### config.mk
export PLATFORM = sky130hd
export DESIGN_NAME = a0_trace
export DESIGN_NICKNAME = d
export VERILOG_FILES = /design/src/rtl/a0_trace.sv
export SDC_FILE = /design/constraint.sdc
export NUM_CORES = 1
export LEC_CHECK = 0
export CORE_MARGIN = 8
export CORE_UTILIZATION = 54
export CTS_CLUSTER_DIAMETER = 60
export CTS_CLUSTER_SIZE = 24
export DETAILED_ROUTE_END_ITERATION = 16
export GPL_ROUTABILITY_DRIVEN = 1
export MAX_ROUTING_LAYER = met4
export PLACE_DENSITY = 0.76
export SYNTH_ARGS = -nofsm -noshare
export SYNTH_HDL_FRONTEND = slang
export SYNTH_SLANG_ARGS = --single-unit
### constraint.sdc
create_clock -name clk -period 7.4 [get_ports clk]
set_input_delay 1.11 -clock clk [delete_from_list [all_inputs] [get_ports clk]]
set_output_delay 1.11 -clock clk [all_outputs]
set_load 0.03 [all_outputs]
### src/rtl/a0_trace.sv
// rtl/a0_trace.sv - a0 change tracer with time-stamped entry FIFO and sticky overflow
module a0_trace #(
  parameter int DATA_WIDTH  = 32,
  parameter int DEPTH       = 8,
  parameter int STAMP_WIDTH = 16
) (
  input  logic                       clk,
  input  logic                       rst,
  input  logic                       en,
  input  logic [DATA_WIDTH-1:0]      a0,
  output logic                       out_valid,
  input  logic                       out_ready,
  output logic [DATA_WIDTH-1:0]      out_data,
  output logic [STAMP_WIDTH-1:0]     out_stamp,
  output logic [$clog2(DEPTH):0]     level,
  output logic                       overflow
);

  localparam int PW = $clog2(DEPTH);
  localparam int LW = PW + 1;
  localparam int EW = STAMP_WIDTH + DATA_WIDTH;

  logic [EW-1:0]          mem_q [DEPTH];
  logic [PW-1:0]          wr_ptr_q, wr_ptr_d;
  logic [PW-1:0]          rd_ptr_q, rd_ptr_d;
  logic [LW-1:0]          level_q, level_d;
  logic                   overflow_q, overflow_d;
  logic [STAMP_WIDTH-1:0] cnt_q, cnt_d;
  logic [DATA_WIDTH-1:0]  prev_q, prev_d;
  logic                   primed_q, primed_d;

  logic push_req, push_ok, pop;
  logic [EW-1:0] head;

  assign pop      = (level_q != '0) && out_ready;
  assign push_req = en && (!primed_q || (a0 != prev_q));
  // A full FIFO can still take a push when the head leaves in the same cycle.
  assign push_ok  = push_req && ((level_q < LW'(DEPTH)) || pop);

  always_comb begin
    cnt_d      = cnt_q + STAMP_WIDTH'(1);
    prev_d     = prev_q;
    primed_d   = primed_q;
    wr_ptr_d   = wr_ptr_q;
    rd_ptr_d   = rd_ptr_q;
    level_d    = level_q;
    overflow_d = overflow_q;
    if (en) begin
      prev_d   = a0;
      primed_d = 1'b1;
    end
    if (push_req && !push_ok) overflow_d = 1'b1;
    if (push_ok) wr_ptr_d = wr_ptr_q + PW'(1);
    if (pop)     rd_ptr_d = rd_ptr_q + PW'(1);
    case ({push_ok, pop})
      2'b10:   level_d = level_q + LW'(1);
      2'b01:   level_d = level_q - LW'(1);
      default: level_d = level_q;
    endcase
  end

  always_ff @(posedge clk) begin
    if (rst) begin
      cnt_q      <= '0;
      prev_q     <= '0;
      primed_q   <= 1'b0;
      wr_ptr_q   <= '0;
      rd_ptr_q   <= '0;
      level_q    <= '0;
      overflow_q <= 1'b0;
    end else begin
      cnt_q      <= cnt_d;
      prev_q     <= prev_d;
      primed_q   <= primed_d;
      wr_ptr_q   <= wr_ptr_d;
      rd_ptr_q   <= rd_ptr_d;
      level_q    <= level_d;
      overflow_q <= overflow_d;
    end
  end

  // Storage needs no reset: the head is masked whenever the FIFO is empty.
  always_ff @(posedge clk) begin
    if (!rst && push_ok) mem_q[wr_ptr_q] <= {cnt_q, a0};
  end

  assign head      = (level_q != '0) ? mem_q[rd_ptr_q] : '0;
  assign out_valid = (level_q != '0);
  assign out_stamp = head[EW-1:DATA_WIDTH];
  assign out_data  = head[DATA_WIDTH-1:0];
  assign level     = level_q;
  assign overflow  = overflow_q;

endmodule
==> flow_summary.ini <==
[synth]
synth.net_count = 971
yosys.area_share.adder_pct = 0.5457
synth_compound_area_share_pct = 0.7683
synthCells = 928
syn-cell-area_um2 = 17420
synth.most_common_cell = edfxtp_1
synth.top_cell.area_share_pct = 66.18
synth_top_family_by_area = multiplexers
synth_top_area_cell = edfxtp_1
synth_edf_count = 384
yosysWarnings = 0
synth_seq_cells = 447
ys.flop_type = edfxtp_1
synthTopCellsByCount = edfxtp_1, nor2_1, mux4_2, mux2i_1, dfxtp_1
avgSynthCellArea_um2 = 18.78
synthSimpleGateAreaFrac_pct = 4.531
ys_types = 36
synth_xor_area_share_pct = 2.413
async_flop_share_pct = 0
yosys-top-cells-area = edfxtp_1, mux4_2, dfxtp_1, mux2i_1, nor2_1
yosysSeqAreaShare_pct = 73.42
synth_mux_area_share_pct = 17.06

[power]
p_switching_mw = 1.909
netSwitchingFraction_pct = 30.07
power_density_nw_per_um2 = 317.7
combPwrFrac_pct = 24.2
clkPwrFrac_pct = 28.9
internal-power_mw = 4.438
total_leakage_power_nw = 6.366
ir_drop_mv = 0.3012
seqPwrFrac_pct = 46.9

[placed_design]
portBuffers = 89
place_hpwl_um = 19880
dp_cells = 1392
gp_congestion = 0.7550
place_ws_ns = 2.251

[setup_path]
path_buf_inv = 2
slowest_delay_ns = 0.89
start_kind = flip-flop
cpMaxStageDelayCell = dfxtp_4
cpLargestDelayFamily = buffers and inverters
worstPathArrival_ns = 3.60
cp_max_fo = 52
crit_chain = buf_4 > mux4_2 > mux2i_1 > nor2_1 > clkdlybuf4s50_1
crit_type = flip-flop to primary output
required_ns = 6.29
cp-end-kind = primary output

[route]
wl_met2_um = 17250
wl_met3_um = 2231
drt_iter0_markers = 575
top_layer = met4
drt-met1-wl_um = 15180
first_pass_iters = 5
drtAntennaViolNets = 0
num_vias = 8639
wl_per_cell_um = 24.29
routed_via_density = 5.954
drcViolationCount = 0
routed_wl_um = 35240

[sta]
setup_violations = 0
tightestPinTransition_ns = 1.064
slew_viol_final = 0
fin_ws_ns = 2.687
fmax_mhz = 212.2
finClkSkew_ns = 0.01455
max-slew-margin-rel_pct = 29.05
hold_violations = 0
setup_tns_ns = 0
grt_setup_unrepaired = no
min_period_ns = 4.713
post-route-period-util_pct = 63.69

[layout]
layout.nets = 1065
area_growth_pct = 14.65
multi_input_area_um2 = 4486
nFillCells = 2182
drive_above_1_share_pct = 18.07
seqCellArea_um2 = 12800
finalNonFillerCells = 1451

[floorplan]
die_h_um = 195.6
die_x_um = 195.6
start_util_pct = 55.08
die_area_um2 = 38270
pin_count = 90
coreArea_um2 = 31640
core.rowCount = 65

[clock_tree]
post_cts_buffers = 0
clockRootBuffer = clkbuf_16
clockBufferDepth = 3
clock_latency_ns = 0.57
path_clk_slew_ns = 0.08
htreeDepth = 1
cts_hold_buf = 0
cts_tree = built
ctsResizeCount = 0
numCtsBuffers = 30
cts_sinks = 447

[status]
outcome = finished clean

[worst_hold_path]
min_path_type = flip-flop to flip-flop

[run]
drv_cap = 0

[grt]
antenna_found_initial = 3
grt_remaining_overflow = 0
grt_pass1_vias = 9027
grt_use_total_pct = 18.95
grt_pass1_wl_um = 54020
grt_max_degree = 67
layout by cell type, fill, tap and decap left out, types with 5 or more instances in the layout:
| master | count |
|---|---|
| nor3_1 | 6 |
| xnor2_1 | 21 |
| nand2_1 | 12 |
| inv_8 | 9 |
| o21ai_0 | 6 |
| nor2_1 | 104 |
| buf_4 | 22 |
| nor4_1 | 5 |
| edfxtp_1 | 384 |
| inv_1 | 7 |
| ha_1 | 6 |
| mux2i_1 | 81 |
| clkdlybuf4s50_1 | 87 |
| dfxtp_1 | 60 |
| nand3_1 | 13 |
| mux4_2 | 96 |
| nand4_1 | 5 |
| xor2_1 | 27 |
| a21oi_1 | 8 |
| clkbuf_16 | 31 |
path summary, 6_finish.rpt:
kind,from,endpoint,slack (ns),cells after the start
hold / removal,primed_q$_SDFFE_PP0P_,primed_q$_SDFFE_PP0P_,0.48,2
hold reg to reg,primed_q$_SDFFE_PP0P_,primed_q$_SDFFE_PP0P_,0.48,2
setup reg to reg,prev_q[30]$_SDFFE_PP0P_,level[3]$_SDFFE_PP0P_,3.67,11
setup / recovery,flip-flop,out_data[20],2.69,5
tightest hold or removal path: cells and delay by family (launching register included):
kind          cells  cell delay (ns)
simple gates      2             0.11
flops             1             0.34
logic make-up after synthesis:
family | after synthesis
and+or+nand+nor | 173
adders and majority gates | 7
AOI/OAI and AO/OA | 20
buffers and inverters | 56
muxes | 177
xor gates and xnor gates | 48
DFF | 447
area by class of cell:
cell class | count | area share, %
Sequential cell | 447 | 64.09
Multi-Input combinational cell | 425 | 22.45
Timing Repair Buffer | 111 | 5.236
Clock buffer | 31 | 3.883
Tap cell | 402 | 2.518
Clock inverter | 25 | 1.647
Inverter | 7 | 0.1315
Antenna cell | 3 | 0.03758
flip-flops by register name, summed over array words and instances (netlist names), named ones only:
register	cells
rd_ptr_q	3
mem_q	384
overflow	1
cnt_q	16
prev_q	32
primed_q	1
level	4
wr_ptr_q	3
routing by layer:
metal	GRT usage [%]	vias up
li1	-	3840
met1	25.13	4495
met2	30.66	259
met3	3.336	45
met4	4.155	0
met5	-	-
power groups by stage:
stage	sequential [mW]	clock, mW	combinational (mW)
after floorplan	2.97	0	1.00
after global placement	3.03	0	1.55
after detailed placement	3.03	0	1.56
after CTS	2.98	1.87	1.57
after global routing	2.99	1.95	1.64
final	2.98	1.83	1.54
stage by stage:
step | hold slack (ns) | util (%) | cell area [µm²] | power, mW
finish | 0.4782 | 63.14 | 19980 | 6.347
global route | 0.4927 | 63.14 | 19980 | 6.587
CTS | 0.4763 | 63.12 | 19970 | 6.419
detailed placement | 0.4593 | 59.63 | 18860 | 4.597
global placement | 0.4453 | 59.63 | 18860 | 4.579
floorplan | 0.4343 | - | 17420 | 3.973
Power figures use the tool's default switching activity.
